[config.mk]
export PLATFORM = sky130hd
export DESIGN_NAME = gpio_irq
export DESIGN_NICKNAME = d
export VERILOG_FILES = /design/src/rtl/gpio_irq_pkg.sv /design/src/rtl/gpio_sync_edge.sv /design/src/rtl/gpio_irq.sv
export SDC_FILE = /design/constraint.sdc
export NUM_CORES = 1
export LEC_CHECK = 0
export ABC_AREA = 1
export BUFFER_PORTS_ARGS = -buffer_cell sky130_fd_sc_hd__buf_2
export CAP_MARGIN = 20
export CORE_MARGIN = 1.5
export CORE_UTILIZATION = 35
export DETAILED_ROUTE_END_ITERATION = 6
export PLACE_DENSITY_LB_ADDON = 0.25
export SYNTH_ARGS = -nofsm -noshare
export SYNTH_HDL_FRONTEND = slang
export SYNTH_SLANG_ARGS = --single-unit
[constraint.sdc]
create_clock -name sys_clk -period 10 [get_ports sys_clk]
set_input_delay 2 -clock sys_clk [delete_from_list [all_inputs] [get_ports sys_clk]]
set_output_delay 2 -clock sys_clk [all_outputs]
set_load 0.005 [all_outputs]
[src/rtl/gpio_irq_pkg.sv]
// gpio_irq_pkg: shared constants for the GPIO interrupt peripheral.
// Holds the CSR register map, the bank-select field position and the
// legal parameter ranges used by gpio_irq and its sub-modules.
package gpio_irq_pkg;

  // Position of the bank-select field within the 14-bit CSR address
  localparam int BANK_SEL_MSB = 13;
  localparam int BANK_SEL_LSB = 10;

  // Legal parameter ranges
  localparam int WIDTH_MIN       = 1;
  localparam int WIDTH_MAX       = 32;
  localparam int SYNC_STAGES_MIN = 2;
  localparam int SYNC_STAGES_MAX = 3;

  // Register index type (csr_a[3:0])
  typedef logic [3:0] reg_idx_t;

  // Register map
  localparam reg_idx_t GPIO_IN      = 4'd0;
  localparam reg_idx_t GPIO_OUT     = 4'd1;
  localparam reg_idx_t GPIO_OE      = 4'd2;
  localparam reg_idx_t GPIO_SET     = 4'd3;
  localparam reg_idx_t GPIO_CLR     = 4'd4;
  localparam reg_idx_t GPIO_RISE_EN = 4'd5;
  localparam reg_idx_t GPIO_FALL_EN = 4'd6;
  localparam reg_idx_t GPIO_PENDING = 4'd7;

endpackage

[src/rtl/gpio_sync_edge.sv]
// gpio_sync_edge: vectored multi-flop input synchroniser followed by a
// one-cycle delay register, producing per-channel rise/fall strobes.
module gpio_sync_edge
  import gpio_irq_pkg::*;
#(
  parameter int WIDTH       = 32,
  parameter int SYNC_STAGES = 2
) (
  input  logic             sys_clk,
  input  logic             sys_rst,
  input  logic [WIDTH-1:0] d,
  output logic [WIDTH-1:0] s,
  output logic [WIDTH-1:0] rise,
  output logic [WIDTH-1:0] fall
);

  logic [WIDTH-1:0] sync_q [SYNC_STAGES];
  logic [WIDTH-1:0] prev;

  // Shift raw pins through the synchroniser chain and keep last cycle's s
  always_ff @(posedge sys_clk or posedge sys_rst) begin
    if (sys_rst) begin
      for (int i = 0; i < SYNC_STAGES; i++) begin
        sync_q[i] <= '0;
      end
      prev <= '0;
    end else begin
      sync_q[0] <= d;
      for (int i = 1; i < SYNC_STAGES; i++) begin
        sync_q[i] <= sync_q[i-1];
      end
      prev <= sync_q[SYNC_STAGES-1];
    end
  end

  assign s    = sync_q[SYNC_STAGES-1];
  assign rise = s & ~prev;
  assign fall = ~s & prev;

endmodule

[src/rtl/gpio_irq.sv]
// gpio_irq: CSR-mapped GPIO block with tri-state outputs, synchronised
// inputs and per-channel edge interrupts latched in a W1C pending register.
module gpio_irq
  import gpio_irq_pkg::*;
#(
  parameter logic [3:0]  csr_addr    = 4'h1,
  parameter int          WIDTH       = 32,
  parameter int          SYNC_STAGES = 2,
  parameter logic [31:0] INIT_OUT    = 32'h0
) (
  input  logic             sys_clk,
  input  logic             sys_rst,
  input  logic [13:0]      csr_a,
  input  logic             csr_we,
  input  logic [31:0]      csr_di,
  output logic [31:0]      csr_do,
  input  logic [WIDTH-1:0] gpio_in,
  output logic [WIDTH-1:0] gpio_out,
  output logic [WIDTH-1:0] gpio_oe,
  output logic             irq
);

  logic             sel;
  logic             wr_en;
  reg_idx_t         reg_idx;
  logic [WIDTH-1:0] wr_data;
  logic [WIDTH-1:0] out_q;
  logic [WIDTH-1:0] oe_q;
  logic [WIDTH-1:0] rise_en_q;
  logic [WIDTH-1:0] fall_en_q;
  logic [WIDTH-1:0] pending_q;
  logic [WIDTH-1:0] s;
  logic [WIDTH-1:0] rise;
  logic [WIDTH-1:0] fall;
  logic [WIDTH-1:0] pend_set;
  logic [WIDTH-1:0] pend_clr;
  logic [31:0]      rd_data;
  logic             unused_csr;

  assign sel     = (csr_a[BANK_SEL_MSB:BANK_SEL_LSB] == csr_addr);
  assign reg_idx = csr_a[3:0];
  assign wr_en   = csr_we & sel;
  assign wr_data = csr_di[WIDTH-1:0];

  // Address bits [9:4] are undecoded; data bits above WIDTH are discarded
  assign unused_csr = ^{csr_a[9:4], csr_di};

  gpio_sync_edge #(
    .WIDTH       (WIDTH),
    .SYNC_STAGES (SYNC_STAGES)
  ) u_sync_edge (
    .sys_clk (sys_clk),
    .sys_rst (sys_rst),
    .d       (gpio_in),
    .s       (s),
    .rise    (rise),
    .fall    (fall)
  );

  assign pend_set = (rise & rise_en_q) | (fall & fall_en_q);
  assign pend_clr = (wr_en && (reg_idx == GPIO_PENDING)) ? wr_data : '0;

  // Read mux: write-only and undecoded indices return zero
  always_comb begin
    rd_data = '0;
    case (reg_idx)
      GPIO_IN:      rd_data[WIDTH-1:0] = s;
      GPIO_OUT:     rd_data[WIDTH-1:0] = out_q;
      GPIO_OE:      rd_data[WIDTH-1:0] = oe_q;
      GPIO_RISE_EN: rd_data[WIDTH-1:0] = rise_en_q;
      GPIO_FALL_EN: rd_data[WIDTH-1:0] = fall_en_q;
      GPIO_PENDING: rd_data[WIDTH-1:0] = pending_q;
      default:      rd_data = '0;
    endcase
  end

  // Software-writable configuration registers
  always_ff @(posedge sys_clk or posedge sys_rst) begin
    if (sys_rst) begin
      out_q     <= INIT_OUT[WIDTH-1:0];
      oe_q      <= '0;
      rise_en_q <= '0;
      fall_en_q <= '0;
    end else if (wr_en) begin
      case (reg_idx)
        GPIO_OUT:     out_q     <= wr_data;
        GPIO_OE:      oe_q      <= wr_data;
        GPIO_SET:     out_q     <= out_q | wr_data;
        GPIO_CLR:     out_q     <= out_q & ~wr_data;
        GPIO_RISE_EN: rise_en_q <= wr_data;
        GPIO_FALL_EN: fall_en_q <= wr_data;
        default:      ;
      endcase
    end
  end

  // Pending latch (new events win over a same-cycle clear) and level irq
  always_ff @(posedge sys_clk or posedge sys_rst) begin
    if (sys_rst) begin
      pending_q <= '0;
      irq       <= 1'b0;
    end else begin
      pending_q <= (pending_q & ~pend_clr) | pend_set;
      irq       <= |pending_q;
    end
  end

  // Registered read data, zero when another bank is addressed
  always_ff @(posedge sys_clk or posedge sys_rst) begin
    if (sys_rst) begin
      csr_do <= '0;
    end else begin
      csr_do <= sel ? rd_data : '0;
    end
  end

  assign gpio_out = out_q;
  assign gpio_oe  = oe_q;

endmodule

==> results by stage, run 1 <==
Routing:
- The number of nets with antenna violations after detailed routing is 0.
- The total routed wirelength is 38.5 mm.
- The total number of vias is 10,700.
- The first detailed-routing pass took 5 iterations.
- The per-cell routed wire length is 18.3 um.
- After the first detailed-routing iteration, the DRC count stood at 720.
- For this run, design rule violations remaining after detail routing come to 0.
- The mean number of vias per cell is 5.08.

Run:
- The max-capacitance violation count is 0.

Die:
- The die area is 37,200 um^2.
- For this configuration, the core starts out at a cell density of 35.5%.
- 178 I/O pins were placed.
- The area of the core is 35,600 um^2.
- The width of the die is 193 um.
- The number of placement rows is 69.
- The die boundary height is 193 um.

Synthesis:
- The synthesis-stage register bit count is 289.
- The gate count after technology mapping is 1,487.
- Dividing the synthesized area by the synthesized cell count gives 8.49 um^2.
- The number of distinct standard cells referenced by the synthesized netlist is 24.
- After synthesis the cells add up to 12,600 um^2.
- The net count after synthesis is 1,568.
- The part of the Yosys area used for sequential elements is 57.3%.
- The synthesis warning total is 0.

Hold path:
- The worst hold path begins at u_sync_edge.sync_q[50].
- For hold timing, the worst endpoint is u_sync_edge.s[18].
- The worst hold path belongs to the class flip-flop to flip-flop.
- The cell depth of the worst hold path is 0.

Cells and area:
- The utilization of the core after routing is 41.9%.
- Leaving out fill and tap cells, the most frequent cell in the layout is sky130_fd_sc_hd__nand2_1.
- The net count of the finished layout is 1,705.
- The library cells used most frequently in the layout, excluding fill and tap cells, are 425 x sky130_fd_sc_hd__nand2_1, 289 x sky130_fd_sc_hd__dfrtp_1, 254 x sky130_fd_sc_hd__nand3_1, 171 x sky130_fd_sc_hd__buf_2, 107 x sky130_fd_sc_hd__o21ai_1.
- The share of cells above drive strength 1 is 15.9%.
- The repair_antennas step left the layout with diodes totalling 0.
- After routing the design area is 14,900 um^2.
- From synthesis to final layout, the design area changed by 18.1%.

CTS:
- The CTS tree is yes.
- The setup fix buffers added after clock tree synthesis is 0.
- Buffers inserted during clock tree synthesis total 35.
- The longest clock path from root to sink contains 3 buffers.
- The count of cells resized by post-cts repair is 0.
- The clock drives 289 sinks.
- The later-pin clock latency in the skew report is 0.51 ns.
- In this run, post-CTS hold repair placed 0 buffers.
- After clock tree synthesis, the clock-pin slew on the worst setup and hold paths is 0.06 ns.
- The root cell of the clock tree is sky130_fd_sc_hd__clkbuf_16.
- The H-tree was split into 2 levels.

STA:
- The final critical path takes up 51.7% of the cycle.
- The clock tree skew after final layout is 0.00876 ns.
- In this run the tightest slew margin relative to its limit is 28.4%.
- The total negative setup slack is 0 ns.
- Setup violations remaining at the end of the flow were counted as 0.
- Setup repair after global routing left no endpoint under its margin.
- The clock period minus worst slack is 5.17 ns.
- The final hold violation count came to 0.
- The final-report max-slew violation count is 0.
- The maximum operating frequency is 193 MHz.
- For the pin with the worst max-slew slack, the measured transition is 1.07 ns.

Worst setup path:
- The reg-to-reg setup timing slack is 8.77 ns.
- The end of the worst register-to-register path is irq.
- Walking the worst path, the cells encountered are buf_2 > nor2_4 > buf_4 > nand2_2 > buf_4 > nand3_1 > nand2_2 > clkinv_2 > nand2_1 > nand2_1.
- The logic depth of the worst register-to-register path is 4.
- The critical-path cell with the highest stage delay is sky130_fd_sc_hd__clkinv_2.
- The data arrival time at the worst-slack endpoint is 5.56 ns.
- Together, buffers and inverters on the worst path number 4.
- Data on the critical path is required at its endpoint by 10.39 ns.
- The worst setup path is launched from an input port.
- The category of cells accounting for the largest share of critical-path delay is buffers and inverters.
- In this run the critical register-to-register path is launched from pending_q[30].
- The type of destination of the critical path is a flip-flop.
- The largest fanout of any net on the critical path is 76.
- In this design, the stage delay of the slowest critical-path cell is 0.93 ns.
- By startpoint and endpoint, the worst setup path is classified as input port to flip-flop.

Global routing:
- The first-pass GRT wire length is 60.1 mm.
- The largest net degree at the start of global routing is 100.
- For this run the aggregate overflow at the end of global routing stands at 0.
- Across every metal layer, demand over resource in global routing totals 21.2%.
- The number of global-route vias before repair is 10,500.
- The initial antenna violation count came to 1.

Power:
- Summed over all cells, the static leakage comes to 7.46 nW.
- VDD sags by at most 0.180 mV.
- For this design the ratio of total power to cell area is 183 nW/um^2.

Place:
- At the end of routability-driven placement, the weighted congestion stood at 0.780.
- Once detailed placement completed, the half-perimeter wirelength came to 21.4 mm.
- During placement, the flow inserted port buffers numbering 171.
- The cell area after placement is 13,800 um^2.

Status:
- The run finished with clean final reports.
-- layout make-up --
class	count	area, um^2
well taps	461	577
flip-flops and latches	289	7230
fillers	3584	20700
repair buffers	186	968
clock buffers	54	1080
clock inverters	5	50.0
multi-input cells	1005	4590
inverters	107	410
-- worst register-to-register path, delay by kind of cell, from the launching register on --
kind	cells	cell delay, ns
DFF	1	0.41
and+or+nand+nor	4	0.68
-- layer usage --
metal	vias up	routed length (um)	global-route usage (%)
met3	77	2370	3.76
met5	-	7	0
met2	354	18000	34.5
met4	2	1140	8.05
li1	5173	-	-
met1	5096	17000	28.2
-- worst max path at each step --
stage | cells past startpoint | startpoint | slack, ns | to
2_1_floorplan | 1 | sys_rst | 0.02 | csr_do[0]
3_3_place_gp | 10 | csr_a[3] | 4.33 | gpio_out[20]
3_5_place_dp | 10 | csr_a[3] | 4.27 | gpio_out[5]
4_1_cts | 10 | csr_a[3] | 4.81 | gpio_out[5]
5_1_grt | 10 | csr_a[3] | 4.64 | gpio_out[19]
6_report | 10 | csr_a[3] | 4.83 | gpio_out[5]
-- through the flow --
stage / hold slack, ns / setup WS (ns) / instances / power, W
2_1_floorplan: 0.331 / 0.0226 / 1487 / 0.00141
3_3_place_gp: 0.332 / 4.33 / 2048 / 0.00150
3_5_place_dp: 0.335 / 4.27 / 2048 / 0.00151
4_1_cts: 0.347 / 4.81 / 2107 / 0.00277
5_1_grt: 0.351 / 4.64 / 2107 / 0.00284
6_report: 0.345 / 4.83 / 2107 / 0.00273
-- kinds of logic after synthesis --
group / Yosys count / synth area share (%)
buf+inv: 193 / 6.79
flops: 289 / 57.3
compound gates: 193 / 7.97
simple gates: 812 / 28.0
-- cells in the mapped netlist, drive strengths merged --
cell / count / area, um^2
nand3: 258 / 1310
dfrtp: 289 / 7230
nand3b: 1 / 7.51
inv: 106 / 398
o21ai: 129 / 646
clkinv: 1 / 5.00
nor4: 1 / 6.26
buf: 64 / 372
nor3: 2 / 10.0
clkbuf: 22 / 82.6
nand4: 35 / 219
nor2: 86 / 363
a31oi: 31 / 194
nand2: 429 / 1620
a21oi: 32 / 160
o22ai: 1 / 6.26
-- flip-flops by register name, summed over array words and instances, names as in the netlist --
register,flops
irq,1
csr_do,32
fall_en_q,32
pending_q,32
gpio_out,32
u_sync_edge.s,32
rise_en_q,32
u_sync_edge.prev,32
u_sync_edge.sync_q,32
gpio_oe,32
-- where the power goes --
group / switching [W] / internal (W) / leakage [nW]
sequential: 0.0000541 / 0.00123 / 3.62
clock: 0.000481 / 0.000764 / 0.560
combinational: 0.000136 / 0.0000636 / 3.29
total: 0.000672 / 0.00206 / 7.46
Note: power is estimated with default switching activity, not from simulation.
==> inputs of run 2 (changes only) <==
- ABC_AREA: 1 -> 0
- clock period: 10 -> 4.2 ns (I/O delays scaled with it)
==> run 2 against run 1 <==
Wire length fell by 13%. First-iteration DRC count fell by 20%. Combinational power rose to 4.2 times the previous value. Non-clock buffer count rose by 11. Hold slack improved by 0.0014 ns. Register-to-register slack got worse by 6.3 ns. Critical path type unchanged. Largest power group unchanged.
==> results by stage, run 2 <==
Synthesis:
- The xor/xnor cell area share of the yosys netlist is 0% (unchanged).
- The gate count after technology mapping is 864 (-42%).
- The synthesis warning total is 0 (unchanged).
- The area share of the leading cell type in the synthesized netlist is 63.1% (+5.9 points).
- The compound-gate portion of the synthesized area is 13.7% (+5.7 points).
- The number of flops mapped to enable cells by yosys is 0 (unchanged).
- Among all flip-flop cells after synthesis, the most frequent one is sky130_fd_sc_hd__dfrtp_1.
- The proportion of synthesized area in mux cells is 10.9% (+11 points).
- The adder-cell share of the synthesized area is 0% (unchanged).
- The library cell occupying the most area in the post-synthesis netlist is sky130_fd_sc_hd__dfrtp_1.
- The dominant combinational cell family by area after synthesis is compound AO/OA/AOI/OAI gates.
- After synthesis, the cell types taking the most area are sky130_fd_sc_hd__dfrtp_1 63%, sky130_fd_sc_hd__mux2_2 9.6%, sky130_fd_sc_hd__a22oi_1 4.1%, sky130_fd_sc_hd__nand2_1 3.1%, sky130_fd_sc_hd__a221o_1 2.8%.
- The synthesis-stage register bit count is 289 (unchanged).
- By instance count, the leading cell after synthesis is sky130_fd_sc_hd__dfrtp_1.
- The part of the Yosys area used for sequential elements is 63.1% (+5.9 points).
- The mean instance size in the synthesized netlist is 13.3 um^2 (+56%).
- The number of distinct standard cells referenced by the synthesized netlist came to 45 (+88%).
- The fraction of synthesis flops using an asynchronous set or reset pin is 100% (unchanged).
- The post-synthesis share of cell area spent on and, or, nand and nor gates was 10.2% (-18 points).
- Sorting the synthesized cells by how often they occur yields 289 x sky130_fd_sc_hd__dfrtp_1, 98 x sky130_fd_sc_hd__mux2_2, 96 x sky130_fd_sc_hd__nand2_1.
- The post-synth design cell area was 11,500 um^2 (-9.3%).
- The net count after synthesis was 945 (-40%).

Power:
- The internal portion of total power is 0.00539 W (+160%).
- The post-layout total power came to 0.00724 W (+170%).
- The part of the total power dissipated in sequential elements was 48.3% (+1.2 points).
- The power share of the combinational group is 11.7% (+4.4 points).
- The power density over the cells is 516 nW/um^2 (+180%).
- The clock power share was 40.0% (-5.6 points).
- The largest voltage drop on the vdd net came to 0.342 mV (+90%).
- The net switching power is 0.00185 W (+180%).
- The switching part of the total power came to 25.6% (+0.99 points).
- The leakage power summed over all cells was 6.50 nW (-13%).

Worst setup path:
- The worst setup path is captured at a flip-flop.
- The logic depth of the worst register-to-register path was 3 (-1).
- The critical path class is input port to flip-flop.
- The reg-to-reg setup timing slack is 2.48 ns (-6.29 ns).
- Walking the worst path, the cells encountered are buf_2 > nor4b_2 > and2_2 > nand2_2 > buf_4 > mux2_1.
- The sort of element at the start of the critical path is an input port.
- The data required time at the worst endpoint was 4.66 ns (-5.73 ns).
- The critical-path cell with the highest stage delay is sky130_fd_sc_hd__nor4b_2.
- The largest fanout of any net on the critical path is 20 (-74%).
- The data arrival time at the worst-slack endpoint came to 2.96 ns (-2.60 ns).
- The delay of the slowest critical-path stage is 0.53 ns (-0.40 ns).

STA:
- Setup repair after global routing left no endpoint under its margin.
- The worst slew slack as a fraction of its limit is 32.4% (+4.0 points).
- The final-report max-slew violation count is 0 (unchanged).
- The slew of the pin with the lowest slew margin is 1.01 ns (-0.0593 ns).
- The setup-violating endpoint count in the final report was 0 (unchanged).
- The worst hold slack is 0.346 ns (+0.00144 ns).
- The final hold violation count is 0 (unchanged).
- The clock tree skew after final layout is 0.0144 ns (+0.00566 ns).
- The clock period minus worst slack is 2.50 ns.
- The fraction of the cycle the final worst path needs is 59.6%.
- For this run, the top clock speed supported by timing is 400 MHz.

CTS:
- The number of buffers added to fix hold violations after cts came to 0 (unchanged).
- The count of cells resized by post-cts repair came to 0 (unchanged).
- TritonCTS built the clock tree.
- The number of sinks on the clock net came to 289 (unchanged).
- The worst-case clock buffer depth is 3 (unchanged).
- The number of clock buffers inserted by TritonCTS is 31 (-11%).
- The later-pin clock latency in the skew report is 0.57 ns (+0.06 ns).
- The H-tree depth is 1 (-1).
- The clock transition at the register clock pins on the worst setup and hold paths after CTS is 0.06 ns (about the same).
- The root cell of the clock tree is sky130_fd_sc_hd__clkbuf_16.
- The setup fix buffers added after clock tree synthesis is 0 (unchanged).

Global routing:
- The first-pass GRT wire length is 50.8 mm (-16%).
- The largest net degree at the start of global routing was 100 (unchanged).
- The number of global-route vias before repair is 8,237 (-22%).
- The initial antenna violation count came to 1 (unchanged).
- The residual overflow from global routing is 0 (unchanged).
- The total global-route track usage is 20.0% (-1.2 points).

Place:
- The routability congestion estimate from global placement is 0.784 (+0.53%).
- The total of buffers placed on input and output ports was 171 (unchanged).
- The cell area after placement is 12,900 um^2 (-6.1%).
- The detailed placement HPWL is 21.5 mm (+0.52%).

Die:
- The die boundary height is 184 um (-4.7%).
- The top-level I/O count is 178 (unchanged).
- The die area was 33,800 um^2 (-9.1%).
- The number of placement rows is 66 (-4.3%).
- The initial core utilization is 35.4% (-0.12 points).
- The area of the core came to 32,400 um^2 (-9.0%).
- The width of the die was 184 um (-4.7%).

Routing:
- The per-cell routed wire length is 22.2 um (+22%).
- The DRC violation count after routing came to 0 (unchanged).
- The total number of vias is 8,088 (-24%).
- The DRC marker count from the first detailed-route iteration is 576 (-20%).
- The number of nets with antenna violations after detailed routing was 0 (unchanged).
- The total routed wirelength is 33.5 mm (-13%).
- The mean number of vias per cell was 5.36 (+5.5%).
- The number of detailed-routing iterations run before antenna repair came to 5 (unchanged).

Cells and area:
- The number of filler cells placed in the layout came to 3,107 (-13%).
- The antenna diode instance count is 0 (unchanged).
- The utilization of the core after routing is 43.3% (+1.4 points).
- The share of cells above drive strength 1 is 34.0% (+18 points).
- The post-layout net count is 1,125 (-34%).
- The area growth from synthesis to final layout is 22.5%.
- The library cells used most frequently in the layout, excluding fill and tap cells, are 289 x sky130_fd_sc_hd__dfrtp_1, 171 x sky130_fd_sc_hd__buf_2, 98 x sky130_fd_sc_hd__mux2_2, 96 x sky130_fd_sc_hd__nand2_1, 62 x sky130_fd_sc_hd__a22oi_1.
- The library cell used most frequently in the layout, excluding fill and tap cells, is sky130_fd_sc_hd__dfrtp_1.
- The finished layout cell area is 14,000 um^2 (-5.9%).

Run:
- The max-capacitance violation count was 0 (unchanged).

Hold path:
- The cell depth of the worst hold path is 0 (unchanged).
- The path class of the tightest hold or removal check is flip-flop to flip-flop.

Status:
- The run finished with clean final reports.
-- run 2: cell types whose count changed after synthesis, sizes merged, moves of 30 or more --
cell	change
nor2	-81
nand2	-330
a21oi	-30
a22oi	+62
a21o	+32
buf	-36
nor4b	+33
o21ai	-97
mux2	+110
nand3b	+31
a221o	+32
nand4	-33
nand3	-257
inv	-103
-- run 2: worst max-delay path, delay by kind of cell --
family	cells	cell delay (ns)
mux	1	0.32
simple gates	3	1.26
buf+inv	2	0.53
-- run 2: power by group through the flow --
stage / clock [W] / sequential [W] / combinational (W)
2_1_floorplan: 0 / 0.00344 / 0.000486
3_3_place_gp: 0 / 0.00353 / 0.000848
3_5_place_dp: 0 / 0.00354 / 0.000866
4_1_cts: 0.00296 / 0.00349 / 0.000868
5_1_grt: 0.00308 / 0.00355 / 0.000932
6_report: 0.00290 / 0.00350 / 0.000849
-- run 2: final timing paths --
kind,to,startpoint
max in group asynchronous,csr_do[20],sys_rst
min in group asynchronous,u_sync_edge.sync_q[33],sys_rst
worst min register to register,u_sync_edge.s[18],u_sync_edge.sync_q[50]
worst min-delay path,u_sync_edge.s[18],u_sync_edge.sync_q[50]
worst max-delay path,rise_en_q[4],csr_a[11]
worst max register to register,irq,pending_q[1]
-- run 2: kinds of logic after synthesis --
logic type | Yosys count
DFF | 289
AOI/OAI and AO/OA | 211
and+or+nand+nor | 200
muxes | 111
buffers and inverters | 53
-- run 2: routing by layer --
metal	vias up	global-route usage [%]	share of wire (%)
met5	-	0	0.033
met4	2	5.74	2.4
met3	51	2.81	5.0
met2	250	32.9	47
li1	3609	-	-
met1	4176	27.5	45
-- run 2: stage by stage --
step	setup TNS (ns)	setup slack, ns	std cells
floorplan	-136.75	-0.473	864
global placement	0	1.11	1453
detailed placement	0	1.09	1453
CTS	0	1.70	1510
global route	0	1.59	1510
finish	0	1.70	1510
-- run 2: layout make-up --
class                           count  area [um^2]  area share [%]
Timing Repair Buffer              197         1100            7.85
Sequential cell                   289         7230            51.6
Clock buffer                       47          936            6.67
Multi-Input combinational cell    522         4030            28.7
Tap cell                          442          553            3.94
Inverter                            3         15.0           0.107
Clock inverter                     10          160            1.14
==> inputs of run 3 (changes only) <==
- clock period: 4.2 -> 2.5 ns (I/O delays scaled with it)
==> run 3 against run 2 <==
Sequential power increased by 68%. Wire length fell by 0.73%. Setup slack worse by 0.88 ns. Flip-flop and latch count unchanged. Design area up 1.2%. First-iteration DRC count increased by 25%. Die area did not move. Non-clock buffer count up 22. Clock power up 64%.
==> results by stage, run 3 (same netlist as run 2, synthesis figures left out) <==
Cells and area:
- The library cell used most frequently in the layout, excluding fill and tap cells, is sky130_fd_sc_hd__dfrtp_1.
- The library cells used most frequently in the layout, excluding fill and tap cells, are 289 x sky130_fd_sc_hd__dfrtp_1, 171 x sky130_fd_sc_hd__buf_2, 98 x sky130_fd_sc_hd__mux2_2, 96 x sky130_fd_sc_hd__nand2_1, 62 x sky130_fd_sc_hd__a22oi_1.
- The antenna diode instance count is 0 (unchanged).
- The area growth from synthesis to final layout is 23.9%.
- The share of cells above drive strength 1 came to 35.0% (+1.0 points).
- The final non-filler cell total was 1,531 (+1.4%).
- The finished layout cell area was 14,200 um^2 (+1.2%).
- The post-layout net count is 1,146 (+1.9%).

Routing:
- The number of detailed-routing iterations run before antenna repair is 5 (unchanged).
- The DRC marker count from the first detailed-route iteration was 722 (+25%).
- The total routed wire length on the met1 layer is 15.1 mm (-1.1%).
- The per-cell routed wire length is 21.7 um (-2.1%).
- The total routed wirelength is 33.3 mm (-0.73%).
- The total number of vias is 8,164 (+0.94%).
- Signal routing reaches up to met4.
- The mean number of vias per cell is 5.33 (-0.44%).
- The routed length on met3 came to 2.05 mm (+21%).
- The number of nets with antenna violations after detailed routing is 0 (unchanged).
- The met2 wirelength from detailed routing is 15.3 mm (-2.8%).
- The DRC violation count after routing is 0 (unchanged).

CTS:
- The count of cells resized by post-cts repair is 0 (unchanged).
- The clock transition at the register clock pins on the worst setup and hold paths after CTS was 0.06 ns (about the same).
- The later-pin clock latency in the skew report is 0.57 ns (about the same).
- TritonCTS built the clock tree.
- The number of buffers added to fix hold violations after cts was 1 (+1).
- The setup fix buffers added after clock tree synthesis is 0 (unchanged).
- The H-tree depth was 1 (unchanged).
- The root cell of the clock tree is sky130_fd_sc_hd__clkbuf_16.
- The number of sinks on the clock net came to 289 (unchanged).
- The number of clock buffers inserted by TritonCTS is 30 (-3.2%).
- The worst-case clock buffer depth came to 3 (unchanged).

Global routing:
- The largest net degree at the start of global routing is 82 (-18%).
- The initial antenna violation count is 0 (-1).
- The first-pass GRT wire length is 50.7 mm (about the same).
- The residual overflow from global routing was 0 (unchanged).
- The total global-route track usage is 19.9% (-0.13 points).
- The number of global-route vias before repair is 8,404 (+2.0%).

Die:
- The top-level I/O count is 178 (unchanged).
- The number of placement rows is 66 (unchanged).
- The die area was 33,800 um^2 (unchanged).
- The width of the die is 184 um (unchanged).
- The area of the core came to 32,400 um^2 (unchanged).
- The initial core utilization came to 35.4% (unchanged).
- The die boundary height is 184 um (unchanged).

STA:
- The setup-violating endpoint count in the final report is 0 (unchanged).
- The total negative setup slack was 0 ns (unchanged).
- The slew of the pin with the lowest slew margin is 0.907 ns (-0.104 ns).
- The final hold violation count is 0 (unchanged).
- The final-report max-slew violation count is 0 (unchanged).
- Setup repair after global routing left no endpoint under its margin.
- The worst slew slack as a fraction of its limit is 39.5% (+7.1 points).
- The clock period minus worst slack is 1.69 ns.
- The maximum operating frequency is 593 MHz.
- The clock tree skew after final layout is 0.0126 ns (-0.00183 ns).
- In the finished design, the share of the clock period the worst path needs comes to 67.5%.

Run:
- The max-capacitance violation count came to 0 (unchanged).

Place:
- The cell count after placement is 1,474 (+1.4%).
- The routability congestion estimate from global placement is 0.791 (+0.91%).
- The cell area after placement is 13,100 um^2 (+1.5%).
- The detailed placement HPWL is 22.3 mm (+3.4%).
- The total of buffers placed on input and output ports is 171 (unchanged).

Hold path:
- The cell depth of the worst hold path is 1 (+1).
- The kind of path behind the tightest hold check is input port to flip-flop.
- The start point of the worst min-delay path is gpio_in[31].
- The worst hold path terminates at u_sync_edge.sync_q[63].

Worst setup path:
- The largest fanout of any net on the critical path is 15 (-25%).
- The data arrival time at the worst-slack endpoint is 2.13 ns (-0.83 ns).
- The reg-to-reg setup timing slack came to 0.87 ns (-1.61 ns).
- Tracing the worst setup path back leads to its startpoint at csr_a[0].
- STA classifies the critical path startpoint as an input port.
- The critical path class is input port to flip-flop.
- The end of the worst register-to-register path is irq.
- STA classifies the critical path endpoint as a flip-flop.
- The logic depth of the worst register-to-register path is 3 (unchanged).
- The startpoint identified for the worst register-to-register timing path is pending_q[5].
- The data required time at the worst endpoint is 2.95 ns (-1.71 ns).

Power:
- The leakage power summed over all cells is 6.61 nW (+1.6%).
- The largest voltage drop on the vdd net is 0.549 mV (+61%).
- The power density over the cells is 851 nW/um^2 (+65%).
- The post-layout total power is 0.0121 W (+67%).

Status:
- The run finished with clean final reports.
[run 3: cell count changes in the layout (fill, tap and decap cells not counted), sizes merged]
cell,change
inv,-1
dlygate4sd3,+1
buf,+21
clkbuf,-4
clkinv,+3
bufinv,+1
[run 3: layer usage]
layer	global-route usage (%)	vias up
li1	-	3653
met3	4.20	64
met4	5.38	0
met5	0	-
met2	32.0	281
met1	27.1	4166
[run 3: metrics by stage]
| step | setup slack [ns] | utilization, % | hold WS, ns |
|---|---|---|---|
| 6_report | 0.813 | 43.8 | 0.0344 |
| 5_1_grt | 0.721 | 43.8 | 0.0151 |
| 4_1_cts | 0.813 | 43.8 | 0.00793 |
| 3_5_place_dp | 0.236 | 40.5 | 0.335 |
| 3_3_place_gp | 0.239 | 40.5 | 0.333 |
| 2_1_floorplan | -1.83 | - | 0.331 |
[run 3: area by class of cell]
| cell class | instances | area (um^2) |
|---|---|---|
| clock buffers | 43 | 861 |
| clock inverters | 13 | 193 |
| flip-flops and latches | 289 | 7230 |
| well taps | 442 | 553 |
| fillers | 3022 | 18200 |
| repair buffers | 219 | 1310 |
| multi-input cells | 522 | 4030 |
| inverters | 3 | 15.0 |
[run 3: worst max path at each step]
stage	end	slack (ns)	cells past startpoint
2_1_floorplan	csr_do[0]	-1.83	1
3_3_place_gp	gpio_oe[1]	0.24	6
3_5_place_dp	gpio_oe[2]	0.24	6
4_1_cts	irq	0.81	3
5_1_grt	gpio_out[0]	0.72	6
6_report	gpio_oe[2]	0.81	6
[run 3: critical path, stage by stage]
cell and delay, ns:
sky130_fd_sc_hd__buf_2 0.30, sky130_fd_sc_hd__nand2b_1 0.32, sky130_fd_sc_hd__nor3_4 0.06, sky130_fd_sc_hd__nand2_2 0.31
sky130_fd_sc_hd__buf_4 0.28, sky130_fd_sc_hd__mux2_2 0.35
[run 3: power by group]
part / leakage [nW] / switching (W) / internal, W
registers: 3.68 / 0.000592 / 0.00528
logic: 2.41 / 0.000638 / 0.000816
clock network: 0.518 / 0.00185 / 0.00290
